--- src/rtl/load_return_align_if.sv ---
// Load request / bus response / writeback result handshake bundle for load_return_align.
interface load_return_align_if;
  logic        req_valid;
  logic        req_ready;
  logic [2:0]  req_addr;
  logic [1:0]  req_msize;
  logic        req_signed;
  logic [4:0]  req_dst;
  logic        resp_valid;
  logic        resp_ready;
  logic [63:0] resp_data;
  logic        out_valid;
  logic        out_ready;
  logic [63:0] out_data;
  logic [4:0]  out_dst;

  modport master (
    output req_valid, req_addr, req_msize, req_signed, req_dst,
    output resp_valid, resp_data, out_ready,
    input  req_ready, resp_ready, out_valid, out_data, out_dst
  );

  modport slave (
    input  req_valid, req_addr, req_msize, req_signed, req_dst,
    input  resp_valid, resp_data, out_ready,
    output req_ready, resp_ready, out_valid, out_data, out_dst
  );
endinterface

--- src/rtl/load_return_align.sv ---
// Tracks outstanding loads in order, pairs each returning doubleword with its request,
// extracts and extends the addressed field, and registers it towards writeback.
module load_return_align #(
  parameter int unsigned DEPTH = 4
) (
  input  logic            clk,
  input  logic            reset,
  input  logic            flush,
  load_return_align_if.slave bus
);
  localparam int unsigned PW = $clog2(DEPTH);
  localparam int unsigned CW = PW + 1;

  typedef enum logic [1:0] {MSIZE1, MSIZE2, MSIZE4, MSIZE8} msize_t;

  logic [PW-1:0]    rd_ptr, wr_ptr;
  logic [CW-1:0]    count;
  logic [DEPTH-1:0] kill;
  logic [2:0]       addr_q  [DEPTH];
  msize_t           msize_q [DEPTH];
  logic             sgn_q   [DEPTH];
  logic [4:0]       dst_q   [DEPTH];

  logic        enq, deq, head_kill;
  logic [63:0] ext;
  logic [7:0]  byte_v;
  logic [15:0] half_v;
  logic [31:0] word_v;

  assign head_kill      = kill[rd_ptr];
  assign bus.req_ready  = (count != CW'(DEPTH));
  assign bus.resp_ready = (count != '0) & (head_kill | ~bus.out_valid | bus.out_ready);
  assign enq            = bus.req_valid & bus.req_ready;
  assign deq            = bus.resp_valid & bus.resp_ready;

  always_ff @(posedge clk or posedge reset) begin
    if (reset) begin
      rd_ptr <= '0;
      wr_ptr <= '0;
      count  <= '0;
      kill   <= '0;
    end else begin
      if (enq) wr_ptr <= wr_ptr + 1'b1;
      if (deq) rd_ptr <= rd_ptr + 1'b1;
      if (enq & ~deq)      count <= count + 1'b1;
      else if (~enq & deq) count <= count - 1'b1;
      // Marking every slot is safe: free slots get their kill bit rewritten on enqueue.
      if (flush)    kill         <= '1;
      else if (enq) kill[wr_ptr] <= 1'b0;
    end
  end

  always_ff @(posedge clk) begin
    if (enq) begin
      addr_q[wr_ptr]  <= bus.req_addr;
      msize_q[wr_ptr] <= msize_t'(bus.req_msize);
      sgn_q[wr_ptr]   <= bus.req_signed;
      dst_q[wr_ptr]   <= bus.req_dst;
    end
  end

  always_comb begin
    byte_v = bus.resp_data[{addr_q[rd_ptr], 3'b000} +: 8];
    half_v = bus.resp_data[{addr_q[rd_ptr][2:1], 4'b0000} +: 16];
    word_v = bus.resp_data[{addr_q[rd_ptr][2], 5'b00000} +: 32];
    ext    = bus.resp_data;
    unique case (msize_q[rd_ptr])
      MSIZE1:  ext = {{56{sgn_q[rd_ptr] & byte_v[7]}}, byte_v};
      MSIZE2:  ext = {{48{sgn_q[rd_ptr] & half_v[15]}}, half_v};
      MSIZE4:  ext = {{32{sgn_q[rd_ptr] & word_v[31]}}, word_v};
      default: ext = bus.resp_data;
    endcase
  end

  always_ff @(posedge clk or posedge reset) begin
    if (reset) begin
      bus.out_valid <= 1'b0;
      bus.out_data  <= '0;
      bus.out_dst   <= '0;
    end else if (flush) begin
      bus.out_valid <= 1'b0;
    end else if (deq & ~head_kill) begin
      bus.out_valid <= 1'b1;
      bus.out_data  <= ext;
      bus.out_dst   <= dst_q[rd_ptr];
    end else if (bus.out_ready) begin
      bus.out_valid <= 1'b0;
    end
  end
endmodule

--- src/flat_wrapper.sv ---
// flat-port wrapper written by rule: the top's interface ports become plain ports
module load_return_align_flat 
#(
  parameter int unsigned DEPTH = 4
)
  (clk, reset, flush, bus_req_valid, bus_req_addr, bus_req_msize, bus_req_signed, bus_req_dst, bus_resp_valid, bus_resp_data, bus_out_ready, bus_req_ready, bus_resp_ready, bus_out_valid, bus_out_data, bus_out_dst);
  load_return_align_if bus_i ();
  input  logic clk;
  input  logic reset;
  input  logic flush;
  input wire logic [$bits(bus_i.req_valid)-1:0] bus_req_valid;
  input wire logic [$bits(bus_i.req_addr)-1:0] bus_req_addr;
  input wire logic [$bits(bus_i.req_msize)-1:0] bus_req_msize;
  input wire logic [$bits(bus_i.req_signed)-1:0] bus_req_signed;
  input wire logic [$bits(bus_i.req_dst)-1:0] bus_req_dst;
  input wire logic [$bits(bus_i.resp_valid)-1:0] bus_resp_valid;
  input wire logic [$bits(bus_i.resp_data)-1:0] bus_resp_data;
  input wire logic [$bits(bus_i.out_ready)-1:0] bus_out_ready;
  output wire logic [$bits(bus_i.req_ready)-1:0] bus_req_ready;
  output wire logic [$bits(bus_i.resp_ready)-1:0] bus_resp_ready;
  output wire logic [$bits(bus_i.out_valid)-1:0] bus_out_valid;
  output wire logic [$bits(bus_i.out_data)-1:0] bus_out_data;
  output wire logic [$bits(bus_i.out_dst)-1:0] bus_out_dst;
  assign bus_i.req_valid = bus_req_valid;
  assign bus_i.req_addr = bus_req_addr;
  assign bus_i.req_msize = bus_req_msize;
  assign bus_i.req_signed = bus_req_signed;
  assign bus_i.req_dst = bus_req_dst;
  assign bus_i.resp_valid = bus_resp_valid;
  assign bus_i.resp_data = bus_resp_data;
  assign bus_i.out_ready = bus_out_ready;
  assign bus_req_ready = bus_i.req_ready;
  assign bus_resp_ready = bus_i.resp_ready;
  assign bus_out_valid = bus_i.out_valid;
  assign bus_out_data = bus_i.out_data;
  assign bus_out_dst = bus_i.out_dst;
  load_return_align #(.DEPTH(DEPTH)) u_core (.clk(clk), .reset(reset), .flush(flush), .bus(bus_i));
endmodule
--- config.mk ---
export PLATFORM = sky130hd
export DESIGN_NAME = load_return_align_flat
export DESIGN_NICKNAME = d
export VERILOG_FILES = /design/src/rtl/load_return_align_if.sv /design/src/rtl/load_return_align.sv /design/src/flat_wrapper.sv
export SDC_FILE = /design/constraint.sdc
export NUM_CORES = 1
export LEC_CHECK = 0
export ABC_CLOCK_PERIOD_IN_PS = 3260
export CORE_MARGIN = 2
export CORE_UTILIZATION = 40
export CTS_CLUSTER_SIZE = 16
export DETAILED_ROUTE_END_ITERATION = 8
export PLACE_DENSITY = 0.78
export REMOVE_ABC_BUFFERS = 1
export SLEW_MARGIN = 20
export SYNTH_ARGS = -nofsm -noshare
export SYNTH_HDL_FRONTEND = slang
export SYNTH_SLANG_ARGS = --single-unit
export TNS_END_PERCENT = 1
--- constraint.sdc ---
create_clock -name clk -period 3.26 [get_ports clk]
set_clock_uncertainty 0.2 [all_clocks]
set_input_delay 0.326 -clock clk [delete_from_list [all_inputs] [get_ports clk]]
set_output_delay 0.326 -clock clk [all_outputs]
set_load 0.01 [all_outputs]
==> flow_metrics.tcl <==
set metrics [dict create \
    r2r_end "u_core.bus.out_data[51]" \
    timing.fmax_mhz 321 \
    period_share 0.957 \
    design_area_mm2 0.00867 \
    yosysWarnings 0 \
    rrSetupSlack_ns 0.14 \
    cts-resized-gates 0 \
    fin_tns_setup_ns 0 \
    critPathArrivalTime_ns 3.21 \
    grt_overflow 0 \
    start_kind "register" \
    peakVddDrop_uv 494 \
    cts_inserted_buffers 17 \
    start_util 0.411 \
    finalSetupViolations 0 \
    vias 5153 \
    cts_setup_buffers 0 \
    critical_path_required_ns 3.35 \
    synth.distinct_cells 41 \
    power.leakage_nw 3.37 \
    viasPerCell 5.66 \
    dp_hpwl_mm 12.8 \
    powerDensity_mw_per_mm2 1030 \
    place_congestion 0.844 \
    m1WireLength_mm 6.85 \
    grt_pass1_wl_mm 28.2 \
    io_buffers 152 \
    fillerInstances 1263 \
    finalWirelength_mm 18.3 \
    wl_met2_mm 9.11 \
    postCtsHoldBufs 0 \
    core_mm2 0.0153 \
    multi_input_area_mm2 0.00270 \
    cts_tree "built" \
    end_kind "register" \
    final_common_cell "clkdlybuf4s50_1" \
    maxSlewViolCount 0 \
    clock_sinks 125 \
    relSlewSlack 0.419 \
    report.power.total_mw 8.91 \
    critPathKind "register to register" \
    clock_latency_ns 0.42 \
    finalWorstSetupSlack_ns 0.140 \
    ys_ff_latch 125 \
    seq_area_mm2 0.00335 \
    drt_pass1_iterations 6 \
    seq_area_frac_synth 0.534 \
    antenna_found_initial 1 \
    synth_edf_count 44 \
    dieArea_mm2 0.0167 \
    dieHeight_um 129 \
    place_ws_ns 0.178 \
    postSynth.topFlopCell "dfrtp_1" \
    synthesis.area_mm2 0.00626 \
    nNetsFinal 774 \
    ios 153 \
    rows 45 \
    hold_viol 0 \
    min_path_type "input port to asynchronous set/reset pin" \
    crit-reg2reg-launch "u_core.rd_ptr[0]" \
    tightest_slew_ns 0.871 \
    antenna_cells 0 \
    cts_root_buf "clkbuf_16" \
    syn_to_final_growth_pct 38.4 \
    htreeDepth 4 \
    top_layer_used "met4" \
    grt_max_degree 80 \
    final_util 0.568 \
    drive_above_1_share 0.154 \
    rsz0062_at_grt "false" \
    antenna_left 0 \
    met3_length_mm 1.85 \
    status "finished, final reports clean" \
    period_needed_ns 3.12 \
    grtUsageTotal 0.223 \
    path_clk_slew_ns 0.06 \
    avgSynthCellArea_um2 11.8 \
    r2r_cells 6 \
    post_drt_wl_per_cell_um 20.0 \
    critPathMaxFanout 20 \
    cts_buffer_depth 2 \
    grt_pass1_vias 5326 \
    syn_inst 533 \
    async_flop_share 0.648 \
    drt_iter0_markers 485 \
    placedInstanceArea_mm2 0.00808 \
    drc 0 \
    die_width_um 129 \
    final_cell_mix "clkdlybuf4s50_1 (152), dfrtp_1 (81), a21oi_1 (64), nand2_1 (52), nor2_1 (52)" \
    cap_viol_max_count 0 \
]
-- Yosys cell counts (all sizes together), types with 10 or more instances --
cell | number | share of area
dfrtp | 81 | 0.32
a21oi | 65 | 0.053
nor2 | 53 | 0.032
nand2 | 52 | 0.031
edfxtp | 44 | 0.21
o22ai | 27 | 0.027
mux2i | 26 | 0.042
buf | 24 | 0.020
mux2 | 24 | 0.043
mux4 | 24 | 0.086
clkbuf | 13 | 0.0078
nand2b | 11 | 0.011
inv | 10 | 0.0060
nor2b | 10 | 0.010
-- per-layer routing --
metal | track usage | vias up
met4 | 0.0838 | 0
met1 | 0.269 | 2557
met2 | 0.379 | 271
met3 | 0.0644 | 38
met5 | 0 | -
li1 | - | 2287
-- power breakdown --
part / internal, mW / leakage (nW) / switching [mW] / total [mW]
Clock: 1.25 / 0.287 / 0.658 / 1.91
Combinational: 2.25 / 1.72 / 2.13 / 4.38
Sequential: 2.25 / 1.36 / 0.371 / 2.62
-- flip-flops by register name, indices dropped and copies added, names as in the netlist --
name and count:
u_core.addr_q 12, u_core.sgn_q 4, u_core.rd_ptr 2, u_core.msize_q 8, u_core.kill 4, u_core.bus.out_valid 1
u_core.bus.out_data 64, u_core.dst_q 20, u_core.count 3, u_core.wr_ptr 2, u_core.bus.out_dst 5
-- final cells by class --
type	instances	share of cell area
flip-flops and latches	125	0.386
clock buffers	23	0.0551
multi-input cells	361	0.312
repair buffers	172	0.199
well taps	211	0.0304
inverters	10	0.00447
clock inverters	9	0.0136
-- how the worst max path moves through the flow --
stage | startpoint | endpoint | cells after the start
2_1_floorplan | u_core.rd_ptr[0] | u_core.bus.out_data[1] | 4
3_3_place_gp | u_core.rd_ptr[0] | u_core.bus.out_data[61] | 7
3_5_place_dp | u_core.rd_ptr[0] | u_core.bus.out_data[51] | 6
4_1_cts | u_core.rd_ptr[0] | u_core.bus.out_data[51] | 6
5_1_grt | u_core.rd_ptr[0] | u_core.bus.out_data[52] | 6
6_report | u_core.rd_ptr[0] | u_core.bus.out_data[51] | 6
-- logic make-up after synthesis --
| logic type | Yosys count | synth area share |
|---|---|---|
| AO/OA/AOI/OAI | 134 | 0.137 |
| XOR/XNOR | 6 | 0.00839 |
| adder cells (fa/ha/maj) | 6 | 0.0132 |
| buffers and inverters | 47 | 0.0340 |
| flip-flops | 125 | 0.534 |
| multiplexers | 74 | 0.171 |
| AND/OR/NAND/NOR | 141 | 0.102 |
-- stage by stage --
step	cells	hold WS, ns
after floorplan	496	0.224
after global placement	879	0.282
after detailed placement	879	0.297
after CTS	911	0.208
after global routing	911	0.257
final	911	0.166
-- critical path, cell delays in order (launching register included) --
cell	delay, ns
dfrtp_1	0.53
mux4_2	0.61
nor4b_4	0.45
o21ai_0	0.20
a21oi_2	0.65
buf_12	0.25
a21oi_1	0.08
Note: power is estimated with default switching activity, not from simulation.
